$ cat config.mk
export PLATFORM = sky130hd
export DESIGN_NAME = rr_arb
export DESIGN_NICKNAME = d
export VERILOG_FILES = /design/src/rtl/rr_arb_pkg.sv /design/src/rtl/rr_arb_maske.sv /design/src/rtl/rr_arb.sv
export SDC_FILE = /design/constraint.sdc
export NUM_CORES = 1
export LEC_CHECK = 0
export BUFFER_PORTS_ARGS = -buffer_cell sky130_fd_sc_hd__buf_2
export CORE_MARGIN = 5
export CORE_UTILIZATION = 45
export DETAILED_ROUTE_END_ITERATION = 12
export PLACE_DENSITY = 0.67
export SLEW_MARGIN = 0
export SYNTH_ARGS = -nofsm -noshare
export SYNTH_HDL_FRONTEND = slang
export SYNTH_HIERARCHICAL = 1
export SYNTH_SLANG_ARGS = --single-unit
$ cat constraint.sdc
create_clock -name clk -period 2.98 [get_ports clk]
set_input_delay 0.149 -clock clk [delete_from_list [all_inputs] [get_ports clk]]
set_output_delay 0.149 -clock clk [all_outputs]
set_load 0.1 [all_outputs]
$ cat src/rtl/rr_arb_pkg.sv
// ============================================================================
// Module : rr_arb_pkg
// Brief  : Shared arbiter helpers: lowest-set-bit isolate and one-hot encode.
// Rev    : 1.0
// ============================================================================
`default_nettype none

package rr_arb_pkg;

  localparam int c_MAX_W     = 64;
  localparam int c_MAX_IDX_W = 6;

  // Operates on the widest supported vector; callers size-cast in and out.
  function automatic logic [c_MAX_W-1:0] lsb_onehot(input logic [c_MAX_W-1:0] v);
    return v & (~v + c_MAX_W'(1));
  endfunction

  function automatic logic [c_MAX_IDX_W-1:0] onehot_enc(input logic [c_MAX_W-1:0] oh);
    logic [c_MAX_IDX_W-1:0] r;
    r = '0;
    for (int i = 0; i < c_MAX_W; i++) begin
      if (oh[i]) r = r | c_MAX_IDX_W'(i);
    end
    return r;
  endfunction

endpackage

`default_nettype wire

$ cat src/rtl/rr_arb_maske.sv
// ============================================================================
// Module : maske
// Brief  : Thermometer mask relative to a pointer (exclusive/inclusive, left/right).
// Rev    : 1.0
// ============================================================================
`default_nettype none

module maske #(
  parameter int W              = 8,
  parameter int P_INCLUSIVE    = 0,
  parameter int LEFT_NOT_RIGHT = 1,
  localparam int IDX_W         = $clog2(W)
) (
  input  logic [IDX_W-1:0] i_ptr,
  output logic [W-1:0]     o_mask
);

  for (genvar i = 0; i < W; i++) begin : g_bit
    if (LEFT_NOT_RIGHT != 0) begin : g_left
      if (P_INCLUSIVE != 0) begin : g_incl
        assign o_mask[i] = (IDX_W'(i) >= i_ptr);
      end else begin : g_excl
        assign o_mask[i] = (IDX_W'(i) > i_ptr);
      end
    end else begin : g_right
      if (P_INCLUSIVE != 0) begin : g_incl
        assign o_mask[i] = (IDX_W'(i) <= i_ptr);
      end else begin : g_excl
        assign o_mask[i] = (IDX_W'(i) < i_ptr);
      end
    end
  end

endmodule

`default_nettype wire

$ cat src/rtl/rr_arb.sv
// ============================================================================
// Module : rr_arb
// Brief  : Round-robin arbiter with registered grant held until acknowledged.
// Rev    : 1.0
// ============================================================================
`default_nettype none

module rr_arb
  import rr_arb_pkg::*;
#(
  parameter int W      = 8,
  localparam int IDX_W = $clog2(W)
) (
  input  logic             clk,
  input  logic             rst,
  input  logic [W-1:0]     req_i,
  input  logic             ack_i,
  output logic [W-1:0]     gnt_o,
  output logic [IDX_W-1:0] gnt_enc_o,
  output logic             gnt_vld_o
);

  logic [IDX_W-1:0] r_ptr;
  logic [W-1:0]     r_gnt;
  logic [IDX_W-1:0] r_gnt_enc;
  logic             r_vld;

  logic [W-1:0]     w_mask;
  logic [W-1:0]     w_req_eff;
  logic [W-1:0]     w_hi;
  logic [W-1:0]     w_cand;
  logic [W-1:0]     w_win_oh;
  logic [IDX_W-1:0] w_win_idx;
  logic             w_arb_en;

  maske #(
    .W              (W),
    .P_INCLUSIVE    (0),
    .LEFT_NOT_RIGHT (1)
  ) u_maske (
    .i_ptr  (r_ptr),
    .o_mask (w_mask)
  );

  // The requester being acked this cycle must not win again immediately.
  assign w_req_eff = (r_vld && ack_i) ? (req_i & ~r_gnt) : req_i;
  assign w_hi      = w_req_eff & w_mask;
  assign w_cand    = (|w_hi) ? w_hi : w_req_eff;
  assign w_win_oh  = W'(lsb_onehot(c_MAX_W'(w_cand)));
  assign w_win_idx = IDX_W'(onehot_enc(c_MAX_W'(w_win_oh)));
  assign w_arb_en  = !r_vld || ack_i;

  always_ff @(posedge clk) begin
    if (rst) begin
      r_ptr     <= IDX_W'(W - 1);
      r_gnt     <= '0;
      r_gnt_enc <= '0;
      r_vld     <= 1'b0;
    end else if (w_arb_en) begin
      if (|w_req_eff) begin
        r_vld     <= 1'b1;
        r_gnt     <= w_win_oh;
        r_gnt_enc <= w_win_idx;
        r_ptr     <= w_win_idx;
      end else begin
        r_vld     <= 1'b0;
        r_gnt     <= '0;
        r_gnt_enc <= '0;
      end
    end
  end

  assign gnt_o     = r_gnt;
  assign gnt_enc_o = r_gnt_enc;
  assign gnt_vld_o = r_vld;

  a_onehot : assert property (@(posedge clk) disable iff (rst)
    gnt_vld_o ? $onehot(gnt_o) : (gnt_o == '0));

  a_enc : assert property (@(posedge clk) disable iff (rst)
    !gnt_vld_o || (gnt_o == (W'(1) << gnt_enc_o)));

  a_hold : assert property (@(posedge clk) disable iff (rst)
    (gnt_vld_o && !ack_i) |=> $stable(gnt_o));

endmodule

`default_nettype wire
* After elaboration in Yosys (flattened, before gate mapping)
Cells that the tools add are included.
** Storage, ports and cells
- Register bits after elaboration :: 15
- Latch bits :: 0
- Bits in writable memories :: 0
- Bits in read-only memories :: 0
- Word-level logic and storage cells :: 36
- Memories :: 0
** Operators by class
- Add/subtract/negate cells :: 1
- $mul :: 0
- Div/mod/pow operators :: 0
- Order comparisons :: 8
- Equal/unequal tests :: 0
- Shift-type cells :: 0
- Mux-type cells :: 12
- Bitwise gates (word level) :: 5
- Reductions and logical operators :: 6
** Operator list (count)
- bitwise AND 8 bit :: 3
- two-way mux 8 bit :: 3
- NOT 8 bit :: 2
- OR reduction 8 bit :: 2
- two-way mux 3 bit :: 5
- > comparator 3 bit, first input constant :: 4
- adder 8 x 1 -> 8 bit, second input constant :: 1
- > comparator 1 x 3 -> 1 bit, first input constant :: 2
- > comparator 2 x 3 -> 1 bit, first input constant :: 2
- two-way mux 2 bit :: 2
- two-way mux 1 bit :: 2
- AND reduction 2 bit :: 1
- logical AND 1 bit :: 1
- logical NOT 1 bit :: 1
- logical OR 1 bit :: 1

* Depth between registers and ports, before layout
Gate-level depths: netlist of the first run.
- Depth in word-level cells :: 17
- Depth in mapped cells :: 9
- Mapped depth without buffers :: 8

* Modules after synthesis
Netlist of the first run, hierarchy kept.
** By module, submodules not included
- rr_arb :: instances 1, cells an instance 124, area each 984.7 um^2, sequential area each 300.3 um^2
- maske :: instances 1, cells an instance 9, area each 47.5 um^2, sequential area each 0.0 um^2

* Least setup slack after synthesis of the first run
Ideal clock, no wire load.
- Kind :: reg2reg
- Start :: register r_vld, in the netlist gnt_vld_o
- End :: register r_gnt[7], in the netlist gnt_o[7]
- Arrival time :: 3.039 ns
- Required time :: 2.910 ns
- Slack :: -0.129 ns
- Cell stages (with the launch flop) :: 9
- Path buffers :: 1
- Period minus slack after synthesis :: 3.109 ns
- Cells stage by stage :: dfxtp_1 buf_6 nand3_1 a32o_2 nor4_4 o211ai_2 or4b_1 or3_1 a21oi_1
** Between the ends
- Longest elaborated chain between the ends :: 9
- Elaborated cells on any way between the ends :: 12
- Classes of those cells :: add/sub: 1; mux: 3; bitwise: 3; reduce/logical: 5
** Ends and longest elaborated chain
- from (decl) :: line rr_arb.sv:26 : logic r_vld;
- from (signal assigned) :: line rr_arb.sv:58 : r_vld <= 1'b0;
- from (signal assigned) :: line rr_arb.sv:61 : r_vld <= 1'b1;
- from (signal assigned) :: line rr_arb.sv:66 : r_vld <= 1'b0;
- logical AND 1 bit :: line rr_arb.sv:46 : assign w_req_eff = (r_vld && ack_i) ? (req_i & ~r_gnt) : req_i;
- two-way mux 8 bit :: line rr_arb.sv:46
- bitwise AND 8 bit :: line rr_arb.sv:47 : assign w_hi = w_req_eff & w_mask;
- OR reduction 8 bit :: line rr_arb.sv:48 : assign w_cand = (|w_hi) ? w_hi : w_req_eff;
- two-way mux 8 bit :: line rr_arb.sv:48
- NOT 8 bit :: line rr_arb_pkg.sv:15 : return v & (~v + c_MAX_W'(1));
- adder 8 x 1 -> 8 bit :: line rr_arb_pkg.sv:15
- bitwise AND 8 bit :: line rr_arb_pkg.sv:15
- two-way mux 8 bit :: line rr_arb.sv:60 : if (|w_req_eff) begin
- to (signal assigned) :: line rr_arb.sv:62 : r_gnt <= w_win_oh;
- to (decl) :: line rr_arb.sv:24 : logic [W-1:0] r_gnt;
Parallel ways exist; a longest one is shown, timed or not.
A chain may end at the register's enable or synchronous reset.

* Worst setup path after layout of the first run
- Start :: register r_ptr[2]
- End :: register r_gnt[7], in the netlist gnt_o[7]
** Between the ends
- Longest elaborated chain between the ends :: 8
- Elaborated cells on any way between the ends :: 15
- Classes of those cells :: add/sub: 1; order compare: 8; mux: 2; bitwise: 3; reduce/logical: 1
** Ends and longest elaborated chain
- from (decl) :: line rr_arb.sv:23 : logic [IDX_W-1:0] r_ptr;
- from (signal assigned) :: line rr_arb.sv:55 : r_ptr <= IDX_W'(W - 1);
- from (signal assigned) :: line rr_arb.sv:64 : r_ptr <= w_win_idx;
- > comparator 3 bit * :: line rr_arb_maske.sv:23 : assign o_mask[i] = (IDX_W'(i) > i_ptr);
- named net w_mask[7] :: line rr_arb.sv:28 : logic [W-1:0] w_mask;
- bitwise AND 8 bit * :: line rr_arb.sv:47
- OR reduction 8 bit :: line rr_arb.sv:48
- two-way mux 8 bit * :: line rr_arb.sv:48
- NOT 8 bit :: line rr_arb_pkg.sv:15
- adder 8 x 1 -> 8 bit :: line rr_arb_pkg.sv:15
- bitwise AND 8 bit * :: line rr_arb_pkg.sv:15
- two-way mux 8 bit * :: line rr_arb.sv:60
Mark *: on every way through the listed nets, which the timed path passes. The rest lies on a longest branch.

==> flow_summary.ini, run 1 <==
[run_status]
status = finished clean

[clock_tree]
cts-buffers-inserted = 3
path_clk_slew_ns = 0.09
cts_hold_buffers = 0
insertion_delay_ns = 0.29
cts_tree = done
cts_resized = 0
ctsHtreeMaxLevel = 1
ctsLongestPathBuffers = 2
clock_sinks = 15
cts_setup_buffers = 0
root_buffer = clkbuf_4

[synth]
avgSynthCellArea_sq_um = 7.76
synth_fa_ha_area_share_pct = 0
ys_types = 44
synth-compound-area-share_pct = 28.1
synthSimpleGateAreaFrac_pct = 34.8
synth_xor_area_share_pct = 0
synth_top_family_by_area = simple AND/OR/NAND/NOR gates
ys_seq_area_share_pct = 29.1
synth.yosys.warnings = 6
muxShareOfSynthArea_pct = 0
synth_area_sq_um = 1030
syn_nets = 144
ys_ff_latch = 15
synthCells = 133

[sta]
tightest_slew_ns = 0.524
rsz0062_at_grt = no
setup_viol = 0
layout_setup_ws_ns = 0.333
slew_viol_final = 0
slew_headroom_pct = 64.9
hold_violations = 0
finalCriticalPeriod_ns = 2.65
max_freq_mhz = 378
tns_ns = 0
finClkSkew_ns = 0.00551
hold_ws_ns = 0.204
finalCritPeriodShare_pct = 88.8

[final_layout]
layout_commonest_cell = buf_2
drive_gt1_share_pct = 25.8
final.fill_count = 214
syn_to_final_growth_pct = 12.2
final_nets = 163
antenna_cells = 0
layout_common_cells = buf_2, nand2_1, a21oi_1

[grt]
grt_max_degree = 18
antenna_found_initial = 0
grt_first_pass_wirelength_microns = 4380
gr-total-overflow = 0
grtUsageMet3_pct = 5.35
grt_pass1_vias = 1001
gr-usage-met1_pct = 20.8
grt_usage_pct = 16.6
busiest_layer = met2
grt_util_met2_pct = 27.4

[floorplan]
ios = 23
die_w_microns = 57.9
row_count = 17
core_sq_um = 2190
initial_core_util_pct = 47.1
die_y_microns = 57.9
die_area_sq_um = 3350

[power_and_ir_drop]
leakagePower_nw = 0.471
power_frac_clock_pct = 17.2
power_switching_mw = 0.316
powerDensity_nw_per_um2 = 585
internal_power_mw = 0.362
combPwrFrac_pct = 46.0
vdd_ir_drop_max_mv = 0.375
swShare_pct = 46.6
seqPwrFrac_pct = 36.8

[placement]
gp_congestion = 0.913
post-place-ws_ns = 0.367
dp_hpwl_microns = 2140
numPortBuffers = 22

[drt]
drtPass1Iterations = 4
drt_wl_total_microns = 2680
remaining_drc_errors = 0
viasPerCell = 5.89
wl_per_cell_microns = 15.0
route.vias.total = 1054
first_iter_violations = 32
ant_nets = 0

[run]
drv_cap = 0

[worst_hold_path]
hold_path_class = primary input to register

[worst_setup_path]
critical_path_class = register to register
critPathLaunchType = register
worstSetupEndpointType = register
crit_fanout = 8
required_ns = 3.21
cp.arrival_ns = 2.88
## final timing paths
kind,slack [ns],depth (start not counted),start,endpoint
worst max-delay path,0.33,8,r_ptr[2]$_SDFFE_PP1P_,gnt_o[7]$_SDFFE_PP0N_
worst min-delay path,0.20,2,rst,gnt_o[0]$_SDFFE_PP0N_
worst max register to register,0.33,8,r_ptr[2]$_SDFFE_PP1P_,gnt_o[7]$_SDFFE_PP0N_
worst min register to register,0.46,2,gnt_enc_o[2]$_SDFFE_PP0N_,gnt_enc_o[2]$_SDFFE_PP0N_
## worst max-delay path, cell delays in order (launching register included)
cell and delay [ns]:
dfxtp_1 0.46, nand3_1 0.16, and2_1 0.19, a32o_1 0.26
nor4_4 0.44, o211ai_2 0.13, or4b_1 0.49, or3_1 0.32
a21oi_1 0.14
## through the flow
| stage | cell area, sq um | instances | total power [mW] | utilization (%) |
|---|---|---|---|---|
| floorplan | 1030 | 133 | 0.507 | - |
| global placement | 1130 | 175 | 0.560 | 51.6 |
| detailed placement | 1130 | 175 | 0.564 | 51.6 |
| CTS | 1160 | 179 | 0.682 | 52.9 |
| global route | 1160 | 179 | 0.720 | 52.9 |
| finish | 1160 | 179 | 0.678 | 52.9 |
## flip-flops by register name, summed over array words and instances, names as in the netlist
| register | flops |
|---|---|
| gnt_o | 8 |
| gnt_enc_o | 3 |
| r_ptr | 3 |
| gnt_vld_o | 1 |
## layout make-up
cell class | instances | area, sq um | area share, %
Tap cell | 28 | 35.0 | 3.02
Clock inverter | 1 | 5.00 | 0.432
Sequential cell | 15 | 303 | 26.1
Clock buffer | 3 | 22.5 | 1.94
Inverter | 8 | 30.0 | 2.59
Timing Repair Buffer | 22 | 110 | 9.50
Multi-Input combinational cell | 102 | 653 | 56.4
## cell families after synthesis
family | Yosys count
buf+inv | 16
compound gates | 39
other cells | 1
simple gates | 62
flops | 15
## power by group through the flow
stage | clock, mW | combinational [mW] | sequential, mW
3_3_place_gp | 0 | 0.308 | 0.252
4_1_cts | 0.122 | 0.310 | 0.250
6_report | 0.117 | 0.312 | 0.250
2_1_floorplan | 0 | 0.153 | 0.354
5_1_grt | 0.132 | 0.334 | 0.254
3_5_place_dp | 0 | 0.310 | 0.254
## layer usage
layer | wire length (microns) | part of all wire, %
met3 | 202 | 7.5
met4 | 41 | 1.5
met2 | 1310 | 49
met5 | 0 | 0
met1 | 1130 | 42
## cell usage after synthesis, drive strengths merged
master,count,area (sq um)
or4,2,15.0
and2,7,45.1
a211oi,1,7.51
or4b,1,10.0
nand4b,1,8.76
buf,3,30.0
inv,8,30.0
dfxtp,15,300
a32o,5,52.6
conb,1,3.75
o41ai,2,17.5
nor4,1,21.3
or2,2,12.5
nand2,20,75.1
a22o,1,8.76
o221ai,1,8.76
o31a,1,8.76
o211a,1,10.0
and2b,1,8.76
nand2b,1,6.26
a222oi,2,20.0
nor2,5,18.8
o21ai,2,10.0
or3,4,25.0
a2111oi,1,8.76
a22oi,1,7.51
or3b,1,8.76
a21oi,14,70.1
nor2b,3,18.8
o2111ai,1,8.76
a32oi,1,8.76
nor3,1,10.0
clkbuf,5,18.8
and3,1,6.26
nand4,1,6.26
o211ai,4,35.0
nand3,10,62.6
o21a,1,7.51
Note: power is estimated with default switching activity, not from simulation.
==> run 2: changes to the inputs <==
--- a/config.mk
+++ b/config.mk
@@ -6,6 +6,7 @@
 export NUM_CORES = 1
 export LEC_CHECK = 0
 export BUFFER_PORTS_ARGS = -buffer_cell sky130_fd_sc_hd__buf_2
+export CORE_ASPECT_RATIO = 1.1
 export CORE_MARGIN = 5
 export CORE_UTILIZATION = 45
 export DETAILED_ROUTE_END_ITERATION = 12
==> flow_summary.ini, run 2 (same netlist as run 1, synthesis figures left out) <==
[run_status]
status = finished clean

[floorplan]
ios = 23
die_w_microns = 55.7
core_sq_um = 2230
die_y_microns = 60.2
initial_core_util_pct = 46.3
die_area_sq_um = 3350
row_count = 18

[power_and_ir_drop]
combPwrFrac_pct = 46.5
seqPwrFrac_pct = 36.9
power_frac_clock_pct = 16.6
powerDensity_nw_per_um2 = 580
power_switching_mw = 0.312
leakagePower_nw = 0.471
swShare_pct = 46.3
vdd_ir_drop_max_mv = 0.359
internal_power_mw = 0.362

[grt]
grt_usage_pct = 16.5
gr-total-overflow = 0
grt_pass1_vias = 976
antenna_found_initial = 0
grt_max_degree = 18
grt_first_pass_wirelength_microns = 4370

[final_layout]
final.fill_count = 223
regArea_sq_um = 303
fin_util_pct = 52.1
final_nets = 163
antenna_cells = 0
largest_reg_flops = 8
layoutNonFillerInstCount = 181
layout_common_cells = buf_2, nand2_1, a21oi_1
multiInputGateArea_sq_um = 653
layout_commonest_cell = buf_2
drive_gt1_share_pct = 25.8
syn_to_final_growth_pct = 12.5

[drt]
first_iter_violations = 66
route.vias.total = 1076
drtPass1Iterations = 4
remaining_drc_errors = 0
wl_per_cell_microns = 14.9
ant_nets = 0
drt_wl_total_microns = 2690
viasPerCell = 5.94

[clock_tree]
cts_tree = done
cts-buffers-inserted = 3
path_clk_slew_ns = 0.09
cts_resized = 0
root_buffer = clkbuf_4
ctsLongestPathBuffers = 2
clock_sinks = 15
cts_hold_buffers = 0
insertion_delay_ns = 0.27
ctsHtreeMaxLevel = 1
cts_setup_buffers = 0

[worst_setup_path]
critPathLaunchType = register
cpPeakStageDelay_ns = 0.51
required_ns = 3.19
worstPathCellList = nand3_1, and2_1, a32o_1, nor4_4, o211ai_2, or4b_1, or3_1, a21oi_1
worstSetupEndpointType = register
cp_slowest_cell = or4b_1
crit_fanout = 8
cp.arrival_ns = 2.86
critical_path_class = register to register

[worst_hold_path]
hold_path_class = primary input to register

[run]
drv_cap = 0

[sta]
finalCritPeriodShare_pct = 88.9
setup_viol = 0
slew_viol_final = 0
slew_headroom_pct = 61.6
max_freq_mhz = 378
hold_violations = 0
finClkSkew_ns = 0.00190
tns_ns = 0
rsz0062_at_grt = no
finalCriticalPeriod_ns = 2.65
tightest_slew_ns = 0.573

[placement]
numPortBuffers = 22
dpl.cell_count = 177
dp_hpwl_microns = 2150
gp_congestion = 0.944
==> run 2: cell counts in the layout (fill, tap and decap cells not counted) <==
Identical to the previous run, type by type.
==> run 2: power by group through the flow <==
stage | clock (mW) | combinational, mW | sequential [mW]
floorplan | 0 | 0.153 | 0.354
global placement | 0 | 0.308 | 0.252
detailed placement | 0 | 0.310 | 0.253
CTS | 0.117 | 0.311 | 0.249
global route | 0.124 | 0.332 | 0.254
finish | 0.112 | 0.313 | 0.249
==> run 2: area by class of cell <==
| type | instances | share of cell area (%) |
|---|---|---|
| repair buffers | 22 | 9.48 |
| inverters | 8 | 2.59 |
| clock buffers | 3 | 1.94 |
| multi-input cells | 102 | 56.3 |
| clock inverters | 1 | 0.431 |
| flip-flops and latches | 15 | 26.1 |
| well taps | 30 | 3.23 |
==> run 2: worst max-delay path, delay by kind of cell, from the launching register on <==
kind               cells  cell delay [ns]
AOI/OAI and AO/OA      3             0.53
DFF                    1             0.45
and+or+nand+nor        5             1.62
==> run 2: stage by stage <==
| step | area (sq um) | setup WS, ns | hold WS, ns | total power, mW |
|---|---|---|---|---|
| after CTS | 1160 | 0.346 | 0.226 | 0.677 |
| after floorplan | 1030 | 0.0152 | 0.436 | 0.507 |
| after detailed placement | 1130 | 0.368 | 0.448 | 0.563 |
| after global placement | 1130 | 0.437 | 0.442 | 0.561 |
| after global routing | 1160 | 0.171 | 0.260 | 0.709 |
| final | 1160 | 0.332 | 0.232 | 0.674 |
==> run 2: path summary, 6_finish.rpt <==
| path | start | endpoint | slack (ns) | cells past startpoint |
|---|---|---|---|---|
| min reg2reg | gnt_enc_o[1]$_SDFFE_PP0N_ | gnt_enc_o[1]$_SDFFE_PP0N_ | 0.46 | 2 |
| max | r_ptr[2]$_SDFFE_PP1P_ | gnt_o[7]$_SDFFE_PP0N_ | 0.33 | 8 |
| min | rst | gnt_o[0]$_SDFFE_PP0N_ | 0.23 | 2 |
| max reg2reg | r_ptr[2]$_SDFFE_PP1P_ | gnt_o[7]$_SDFFE_PP0N_ | 0.33 | 8 |
==> run 2: per-layer routing <==
layer / GRT usage (%) / routed length, microns / vias up
met1: 20.2 / 1180 / 500
li1: - / - / 532
met4: 5.90 / 17 / 0
met3: 4.10 / 204 / 2
met5: 0 / 0 / -
met2: 28.4 / 1280 / 42
==> run 3: changes to the inputs <==
--- a/config.mk
+++ b/config.mk
@@ -8,9 +8,9 @@
 export BUFFER_PORTS_ARGS = -buffer_cell sky130_fd_sc_hd__buf_2
 export CORE_ASPECT_RATIO = 1.1
 export CORE_MARGIN = 5
-export CORE_UTILIZATION = 45
+export CORE_UTILIZATION = 40
 export DETAILED_ROUTE_END_ITERATION = 12
-export PLACE_DENSITY = 0.67
+export PLACE_DENSITY = 0.61
 export SLEW_MARGIN = 0
 export SYNTH_ARGS = -nofsm -noshare
 export SYNTH_HDL_FRONTEND = slang
==> flow_summary.ini, run 3 (same netlist as run 1, synthesis figures left out) <==
[run_status]
status = finished clean

[final_layout]
fin_util_pct = 46.5
layout_commonest_cell = buf_2
syn_to_final_growth_pct = 12.5
drive_gt1_share_pct = 25.2
layout_common_cells = buf_2, nand2_1, a21oi_1
final_nets = 163
largest_reg_flops = 8
antenna_cells = 0

[worst_setup_path]
cp.arrival_ns = 2.87
worstPathCellList = nand3_1, and2_1, a32o_1, nor4_4, o211ai_2, or4b_1, or3_1, a21oi_1
critical_path_class = register to register
critPathLaunchType = register
required_ns = 3.19
crit_fanout = 8
worstSetupEndpointType = register
cpPeakStageDelay_ns = 0.50
cp_slowest_cell = or4b_1
timing.rr.start = r_ptr[2]$_SDFFE_PP1P_
cp-startpoint = r_ptr[2]$_SDFFE_PP1P_

[power_and_ir_drop]
leakagePower_nw = 0.468
vdd_ir_drop_max_mv = 0.344
internal_power_mw = 0.364
combPwrFrac_pct = 46.3
seqPwrFrac_pct = 36.8
power_frac_clock_pct = 16.9
power_switching_mw = 0.312
powerDensity_nw_per_um2 = 582
swShare_pct = 46.1

[grt]
busiest_layer = met2
gr-usage-met1_pct = 20.1
grtUsageMet3_pct = 4.49
grt_max_degree = 18
grt_pass1_vias = 1125
antenna_found_initial = 0
grt_first_pass_wirelength_microns = 5100
grt_util_met2_pct = 30.6
grt_usage_pct = 17.3
gr-total-overflow = 0

[floorplan]
die_area_sq_um = 3700
ios = 23
initial_core_util_pct = 41.4
row_count = 19
die_y_microns = 63.3
core_sq_um = 2500
die_w_microns = 58.4

[clock_tree]
cts_hold_buffers = 0
insertion_delay_ns = 0.28
ctsHtreeMaxLevel = 1
cts_setup_buffers = 0
clock_sinks = 15
cts_resized = 0
ctsLongestPathBuffers = 2
cts_tree = done
cts-buffers-inserted = 3
root_buffer = clkbuf_4
path_clk_slew_ns = 0.09

[placement]
numPortBuffers = 22
dp_hpwl_microns = 2350
gp_congestion = 0.950

[sta]
setup_viol = 0
max_freq_mhz = 377
rsz0062_at_grt = no
slew_viol_final = 0
finalCritPeriodShare_pct = 89.1
finClkSkew_ns = 0.00185
finalCriticalPeriod_ns = 2.65
hold_violations = 0
tightest_slew_ns = 0.511
tns_ns = 0
slew_headroom_pct = 65.8

[drt]
route.vias.total = 1055
remaining_drc_errors = 0
viasPerCell = 5.80
drt_wl_total_microns = 2880
wl_per_cell_microns = 15.8
ant_nets = 0
drtPass1Iterations = 5
first_iter_violations = 57

[worst_hold_path]
hp-start = rst
hold_path_class = primary input to register

[run]
drv_cap = 0
[run 3: cell types whose count changed in the layout (fill, tap and decap cells not counted), sizes merged]
| cell | before | now |
|---|---|---|
| clkbuf | 3 | 4 |
| clkinv | 1 | 0 |
[run 3: critical path: cells and delay by family (launching register included)]
family,cells,cell delay [ns]
simple gates,5,1.59
compound gates,3,0.53
flops,1,0.46
[run 3: final timing paths]
kind                            cells past startpoint                        end  slack (ns)
worst max-delay path                                8      gnt_o[7]$_SDFFE_PP0N_        0.33
worst min-delay path                                2      gnt_o[0]$_SDFFE_PP0N_        0.22
worst max register to register                      8      gnt_o[7]$_SDFFE_PP0N_        0.33
worst min register to register                      2  gnt_enc_o[2]$_SDFFE_PP0N_        0.46
[run 3: area by class of cell]
| class | count | area, sq um |
|---|---|---|
| sequential | 15 | 303 |
| inverter | 8 | 30.0 |
| tap | 31 | 38.8 |
| clock buffer | 4 | 26.3 |
| multi-input combinational | 102 | 653 |
| fill | 269 | 1340 |
| timing repair buffer | 22 | 110 |
[run 3: metrics by stage]
step	total power, mW	setup slack, ns	hold slack, ns	area [sq um]	std cells
2_1_floorplan	0.507	0.0152	0.436	1030	133
6_report	0.676	0.326	0.221	1160	182
4_1_cts	0.682	0.341	0.219	1160	182
5_1_grt	0.726	0.113	0.224	1160	182
3_5_place_dp	0.566	0.378	0.448	1130	178
3_3_place_gp	0.565	0.402	0.442	1130	178
[run 3: routing by layer]
layer / vias to the layer above / wire [microns]
met5: - / 0
met4: 0 / 43
met3: 4 / 170
met2: 40 / 1420
met1: 484 / 1240
li1: 527 / -
[run 3: power by group through the flow]
stage / logic, mW / clock network [mW] / registers [mW]
after floorplan: 0.153 / 0 / 0.354
after global placement: 0.313 / 0 / 0.252
after detailed placement: 0.313 / 0 / 0.253
after CTS: 0.314 / 0.119 / 0.249
after global routing: 0.337 / 0.134 / 0.254
final: 0.313 / 0.114 / 0.249
